--- src/rtl/nn_pkg.sv ---
// Shared constants and types for the digit-recognition output stage.
package nn_pkg;

    localparam int OUTPUT_WIDTH = 26;
    localparam int NUM_CLASSES  = 10;
    localparam int CLASS_WIDTH  = $clog2(NUM_CLASSES);

    typedef logic signed [OUTPUT_WIDTH-1:0] neuron_sum_t;

    typedef enum logic [1:0] {
        ST_IDLE = 2'd0,
        ST_SCAN = 2'd1,
        ST_HOLD = 2'd2
    } argmax_state_t;

endpackage

--- src/rtl/neuron_argmax.sv ---
// Sequential argmax over the ten neuron sums; result offered on a valid/ready port.
// Optional MAX_SCORE output is enabled by defining NEURON_ARGMAX_SCORE_EN.
module neuron_argmax
    import nn_pkg::*;
#(
    parameter int NUM_CLASSES  = nn_pkg::NUM_CLASSES,
    parameter int OUTPUT_WIDTH = nn_pkg::OUTPUT_WIDTH,
    parameter int CLASS_WIDTH  = nn_pkg::CLASS_WIDTH
) (
    input  logic                                clk,
    input  logic                                rst,
    input  logic [NUM_CLASSES*OUTPUT_WIDTH-1:0] IN_SUMS,
    input  logic                                IN_DONE,
    output logic [CLASS_WIDTH-1:0]              CLASS,
    output logic                                out_valid,
    input  logic                                out_ready,
    output logic                                overrun,
`ifdef NEURON_ARGMAX_SCORE_EN
    output logic [OUTPUT_WIDTH-1:0]             MAX_SCORE,
`endif
    output argmax_state_t                       dbg_state
);

    localparam logic [CLASS_WIDTH-1:0] LAST_IDX = CLASS_WIDTH'(NUM_CLASSES - 1);

    // Handshake: out_valid holds with CLASS stable until a cycle where out_valid & out_ready.
    argmax_state_t                   r_state;
    logic                            r_done_q;
    logic signed [OUTPUT_WIDTH-1:0]  r_bank [NUM_CLASSES];
    logic [CLASS_WIDTH-1:0]          r_idx;
    logic [CLASS_WIDTH-1:0]          r_best_idx;
    logic signed [OUTPUT_WIDTH-1:0]  r_best_val;
    logic [CLASS_WIDTH-1:0]          r_class;
    logic                            r_overrun;
`ifdef NEURON_ARGMAX_SCORE_EN
    logic [OUTPUT_WIDTH-1:0]         r_score;
`endif

    logic                            w_start;
    logic                            w_capture;
    logic                            w_drop;
    logic signed [OUTPUT_WIDTH-1:0]  w_sum0;
    logic signed [OUTPUT_WIDTH-1:0]  w_cur;
    logic                            w_better;

    always_comb begin
        w_start   = IN_DONE & ~r_done_q;
        // A fresh capture is legal from IDLE or from HOLD in the same cycle the result is taken.
        w_capture = w_start & ((r_state == ST_IDLE) | ((r_state == ST_HOLD) & out_ready));
        w_drop    = w_start & ~w_capture;
        w_sum0    = IN_SUMS[OUTPUT_WIDTH-1:0];
        w_cur     = r_bank[r_idx];
        w_better  = w_cur > r_best_val;
    end

    always_ff @(posedge clk) begin
        if (w_capture) begin
            for (int k = 0; k < NUM_CLASSES; k++) begin
                r_bank[k] <= IN_SUMS[k*OUTPUT_WIDTH +: OUTPUT_WIDTH];
            end
        end
    end

    always_ff @(posedge clk) begin
        if (rst) begin
            r_state    <= ST_IDLE;
            r_done_q   <= 1'b0;
            r_idx      <= '0;
            r_best_idx <= '0;
            r_best_val <= '0;
            r_class    <= '0;
            r_overrun  <= 1'b0;
`ifdef NEURON_ARGMAX_SCORE_EN
            r_score    <= '0;
`endif
        end else begin
            r_done_q <= IN_DONE;
            if (w_capture) begin
                r_best_val <= w_sum0;
                r_best_idx <= '0;
                r_idx      <= CLASS_WIDTH'(1);
                r_state    <= ST_SCAN;
            end else begin
                case (r_state)
                    ST_SCAN: begin
                        if (w_better) begin
                            r_best_val <= w_cur;
                            r_best_idx <= r_idx;
                        end
                        r_idx <= r_idx + CLASS_WIDTH'(1);
                        // Last compare folds straight into the output registers.
                        if (r_idx == LAST_IDX) begin
                            r_class <= w_better ? r_idx : r_best_idx;
`ifdef NEURON_ARGMAX_SCORE_EN
                            r_score <= w_better ? w_cur : r_best_val;
`endif
                            r_state <= ST_HOLD;
                        end
                    end
                    ST_HOLD: begin
                        if (out_ready) begin
                            r_state <= ST_IDLE;
                        end
                    end
                    ST_IDLE: begin
                        r_state <= ST_IDLE;
                    end
                    default: begin
                        r_state <= ST_IDLE;
                    end
                endcase
            end
            if (w_drop) begin
                r_overrun <= 1'b1;
            end
        end
    end

    assign CLASS     = r_class;
    assign out_valid = (r_state == ST_HOLD);
    assign overrun   = r_overrun;
    assign dbg_state = r_state;
`ifdef NEURON_ARGMAX_SCORE_EN
    assign MAX_SCORE = r_score;
`endif

endmodule

--- config.mk ---
export PLATFORM = sky130hd
export DESIGN_NAME = neuron_argmax
export DESIGN_NICKNAME = d
export VERILOG_FILES = /design/src/rtl/nn_pkg.sv /design/src/rtl/neuron_argmax.sv
export SDC_FILE = /design/constraint.sdc
export NUM_CORES = 1
export LEC_CHECK = 0
export ABC_AREA = 1
export ABC_CLOCK_PERIOD_IN_PS = 17620
export CORE_ASPECT_RATIO = 2
export CORE_UTILIZATION = 50
export DETAILED_ROUTE_END_ITERATION = 8
export PLACE_DENSITY_LB_ADDON = 0.15
export SYNTH_ARGS = -nofsm -noshare
export SYNTH_HDL_FRONTEND = slang
export SYNTH_SLANG_ARGS = --single-unit
--- constraint.sdc ---
create_clock -name clk -period 17.62 [get_ports clk]
set_input_delay 2.643 -clock clk [delete_from_list [all_inputs] [get_ports clk]]
set_output_delay 2.643 -clock clk [all_outputs]
set_load 0.02 [all_outputs]
Yosys cells after proc, flatten, opt, wreduce, memory -nomap -nowiden
Memory sizes are Yosys's and may differ from the RTL's.
Index checks and enable logic that the tools add are counted.
- flip-flop bits (word level): 42
- bits in latches: 0
- memory bits (writable): 260
- ROM bits: 0
- input bits: 264
- output and inout port bits: 8
- memories kept: 1
- add/sub/neg operators: 1
- multipliers: 0
- divide/modulo/power cells: 0
- order comparisons: 1
- equal/unequal tests: 7
- shift-type cells: 0
- muxes and demuxes: 12
- bitwise operators: 7
- reduce and logical (&&, ||, !) cells: 8
- memories (name ; words ; bits a word ; rd ports ; clocked after memory_dff ; write ports ; line ; source):
    r_bank ; 10 ; 26 ; 1 ; 0 ; 10 ; neuron_argmax.sv:29 ; logic signed [OUTPUT_WIDTH-1:0] r_bank [NUM_CLASSES];
- operator list (cell ; number):
    $mux W26 ; 3
    $gt A26 B26 Y1 ; 1
    $reduce_and A2 Y1 ; 3
    $mux W1 ; 5
    $add A4 B1 Y4 const B ; 1
    $and A1 B1 Y1 ; 4
    $eq A4 B4 Y1 const B ; 1
    $mux W2 ; 2
    $mux W4 ; 1
    $pmux W2 S2 ; 1
    $reduce_bool A2 Y1 ; 2
    $ne A3 B1 Y1 const B ; 1
    $ne A3 B3 Y1 const B ; 1
    $reduce_and A3 Y1 ; 1
    $eq A2 B1 Y1 const B ; 1
    $eq A2 B2 Y1 const B ; 1
    $logic_not A2 Y1 ; 1
    $ne A2 B1 Y1 const B ; 1
    $ne A2 B2 Y1 const B ; 1
    $not A1 Y1 ; 2
    $reduce_or A2 Y1 ; 1
    $or A1 B1 Y1 ; 1

Depth between registers and ports, before layout
- depth after elaboration: 6
- depth in mapped cells: 24
- gate-level depth less buffers: 22

Worst setup path after synthesis
No wires, ideal clock.
- kind: input to register
- start: input out_ready
- end: register r_best_val[13]
- setup time: 0.113 ns
- arrival time: 10.019 ns
- data required time: 17.507 ns
- setup slack: 7.488 ns
- stages: 7
- path buffers: 0
- cells stage by stage: o21ai_1 -> nor3_4 -> nor2_1 -> inv_1 -> nand2_1 -> o21ai_1 -> nor2_1
- longest elaborated chain between the ends: 5
- elaborated cells on any way between the ends: 7
- classes of those cells: 1 x mux; 3 x bitwise; 3 x reduce/logical
- ends and longest elaborated chain (element ; line ; source):
    start: declaration ; neuron_argmax.sv:16 ; input logic out_ready,
    $and A1 B1 Y1 * ; neuron_argmax.sv:49 ; w_capture = w_start & ((r_state == ST_IDLE) | ((r_state == ST_HOLD) & out_ready));
    $or A1 B1 Y1 * ; neuron_argmax.sv:49 ;
    $and A1 B1 Y1 * ; neuron_argmax.sv:49 ;
    via w_capture ; neuron_argmax.sv:40 ; logic w_capture;
    $reduce_bool A2 Y1 (no source line) ; -- ;
    $reduce_and A2 Y1 (no source line) ; -- ;
    end signal: assignment ; neuron_argmax.sv:79 ; r_best_val <= w_sum0;
    end signal: assignment ; neuron_argmax.sv:87 ; r_best_val <= w_cur;
    end: declaration ; neuron_argmax.sv:32 ; logic signed [OUTPUT_WIDTH-1:0] r_best_val;
Mark *: on every way through the listed nets, which the timed path passes. The rest lies on a longest branch.
A chain may end at the register's enable or synchronous reset.

Worst setup path in the final report
- start: input out_ready
- end: register r_best_val[16]
The elaborated chain is that of the path after synthesis.

==> out/metrics.yaml <==
outcome:
  status: "finished, final reports clean"
clock_tree:
  cts-root-buf: "clkbuf_16"
  cts_setup_buffers: 0
  ctsHoldBuffers: 0
  htreeDepth: 1
  cts_buffers: 26
  clock_path_buffers: 3
  cts-resized-gates: 0
  insertion_delay_ns: 0.54
  clk_pin_slew_worst_paths_ns: 0.06
  cts_sinks: 302
  cts_tree: "built"
worst_setup_path:
  timing.rr.end: "r_best_val[10]$_SDFFE_PP0P_"
  path_delay_family: "buffers and inverters"
  crit_top_cell: "nor2_1"
  r2r_slack_ns: 13.26
  crit_path_start_kind: "primary input"
  critPathKind: "in -> reg"
  worstPathRequired_ns: 18.05
  slowest_delay_ns: 0.61
  ff2ff_path_depth: 20
  cp_slowest_cell: "buf_12"
  rr_startpoint: "r_idx[0]$_SDFFE_PP0P_"
  crit_arrival_ns: 5.67
  critPathBufInv: 3
  worstPathMaxFanout: 179
  path_cells: "clkdlybuf4s50_1, o21ai_1, nor3_4, buf_12, inv_2, nand2_1, nand2_2, nor2_1, nor2_1"
  end_kind: "register"
sta:
  setup_viol: 0
  hold-worst-slack_ns: 0.479
  tns_ns: 0
  drv_slew: 0
  hold_viol_final: 0
  worst_pin_slew_ns: 1.12
  fin_worst_skew_ns: 0.0128
  period_minus_slack_ns: 5.24
  finalCritPeriodShare: 0.297
  slew-limit-headroom: 0.254
  max_freq_mhz: 191
  rsz0062_at_grt: "false"
global_route:
  grt_usage: 0.257
  overflow: 0
  grt_max_degree: 180
  grt_pass1_vias: 9421
  grt_pass1_wl_mm: 50.3
  antenna_found_initial: 1
drt:
  ant_nets: 0
  drtIter0Drc: 792
  wire_per_inst_um: 19.0
  dr.pass1.iters: 5
  via_per_inst: 5.32
  wl_mm: 33.3
  remaining_drc_errors: 0
  vias: 9331
yosys:
  ys_seq_area_frac: 0.677
  ys_warn_count: 0
  avgSynthCellArea_um2: 11.1
  synth_cells: 1153
  async_reset_ff_frac: 0
  yosysUniqueCellTypes: 35
  yosysTopAreaCellShare: 0.612
  ys_ff_latch: 302
  synthesis.nets: 1445
  syn_area_um2: 12800
  synth_flop_cell: "edfxtp_1"
  netlist_top_cells_area: "edfxtp_1, nor2_1, dfxtp_1"
  synth_top_cell_by_area: "edfxtp_1"
  synth_edf_count: 260
pwr:
  p_per_area_nw_per_um2: 103
  leakage_nw: 6.09
  peakVddDrop_uv: 82.8
place:
  postPlaceCellArea_um2: 15700
  dp_hpwl_mm: 22.7
  gp_congestion: 0.858
  port_buffers: 271
worst_hold_path:
  holdCritPathClass: "reg -> reg"
  hold_path.startpoint: "r_best_idx[2]$_SDFFE_PP0P_"
  min_to: "CLASS[2]$_SDFFE_PP0P_"
  hold_path_depth: 2
floorplanning:
  start_util: 0.510
  dieArea_um2: 26200
  row_count: 82
  core_area_um2: 25000
  num_io_pins: 272
  die_w_um: 115
  die_h_um: 228
cells_and_area:
  fillers: 2034
  areaGrowthSynthToFinish_pct: 29.7
  stdcell_area_um2: 16600
  drive_gt1_frac: 0.0452
  final_common_cell: "clkdlybuf4s50_1"
  final_cell_mix: "clkdlybuf4s50_1, edfxtp_1, nor2_1"
  nets: 1690
run:
  max_cap_violations: 0
-- Yosys cell counts (2+ instances only) --
library cell	count
nor2_1	257
nand3_1	41
o211ai_1	20
o221ai_1	20
clkbuf_1	37
a31oi_1	4
edfxtp_1	260
ha_1	28
inv_2	2
nand2_2	5
nor3_1	4
xor2_1	2
nor4_1	2
o21ai_1	20
o21ai_0	135
o22ai_1	28
nand2_1	121
nand3_2	2
nand4_1	2
nor2_2	2
or2_0	4
a21oi_1	18
dfxtp_1	42
buf_2	24
inv_1	63
-- through the flow --
step | total power, W | utilization | cells | setup WS (ns)
after floorplan | 0.00104 | - | 1153 | 7.49
after global placement | 0.00115 | 0.628 | 1706 | 12.01
after detailed placement | 0.00115 | 0.628 | 1706 | 11.92
after CTS | 0.00172 | 0.661 | 1753 | 12.47
after global routing | 0.00178 | 0.662 | 1754 | 12.11
final | 0.00171 | 0.662 | 1754 | 12.38
-- flip-flops by register name (all words and copies together) (netlist names) --
register / count
r_best_val: 26
r_best_idx: 4
dbg_state: 2
overrun: 1
r_idx: 4
r_bank: 260
CLASS: 4
r_done_q: 1
-- logic make-up (layout without fill, tap and decap cells) --
group,count (synthesis),in the layout,share of synthesized area
adder cells (fa/ha/maj),28,28,0.0274
flip-flops,302,302,0.677
AO/OA/AOI/OAI,247,247,0.110
buffers and inverters,128,392,0.0406
other,0,1,0
XOR/XNOR,2,2,0.00137
AND/OR/NAND/NOR,446,446,0.143
-- cell type report --
class                   count  area, um2  share of cell area
clock buffers              38        747              0.0451
repair buffers            280       2790               0.169
diodes                      1       2.50            0.000151
well taps                 336        420              0.0254
inverters                  65        246              0.0149
clock inverters             9       97.6             0.00589
multi-input cells         723       3600               0.217
flip-flops and latches    302       8650               0.523
-- per-layer routing --
layer / wire length [um] / track usage / vias up
met5: 0 / 0 / -
met4: 1240 / 0.113 / 0
met3: 1820 / 0.0343 / 53
met2: 18600 / 0.496 / 331
met1: 11700 / 0.267 / 4411
li1: - / - / 4536
-- worst reg2reg max path, stage by stage (launching register included) --
cell	delay, ns
dfxtp_4	0.37
inv_4	0.41
buf_4	0.75
o21ai_0	0.19
o221ai_1	0.24
nand2_1	0.10
o22ai_1	0.23
ha_1	0.29
nand2_1	0.10
inv_1	0.06
nand2_1	0.07
nand2_1	0.07
nand2_1	0.06
nand2_1	0.06
a21oi_1	0.21
nand3_1	0.13
nand2_2	0.15
nand3_4	0.30
nand2_4	0.33
nor2_1	0.08
nor2_1	0.11
-- power by group --
part | switching (W) | internal (W) | total [W]
Clock | 0.000247 | 0.000323 | 0.000570
Sequential | 0.0000150 | 0.000836 | 0.000851
Combinational | 0.000169 | 0.000118 | 0.000287
-- how the worst max path moves through the flow --
stage | startpoint | to | slack (ns) | cells past startpoint
2_1_floorplan | out_ready | r_best_val[13]$_SDFFE_PP0P_ | 7.49 | 7
4_1_cts | out_ready | r_best_val[5]$_SDFFE_PP0P_ | 12.47 | 9
3_5_place_dp | out_ready | r_best_val[5]$_SDFFE_PP0P_ | 11.92 | 9
6_report | out_ready | r_best_val[16]$_SDFFE_PP0P_ | 12.38 | 9
5_1_grt | out_ready | r_best_val[17]$_SDFFE_PP0P_ | 12.11 | 9
3_3_place_gp | out_ready | r_best_val[9]$_SDFFE_PP0P_ | 12.01 | 9
Note: power is estimated with default switching activity, not from simulation.
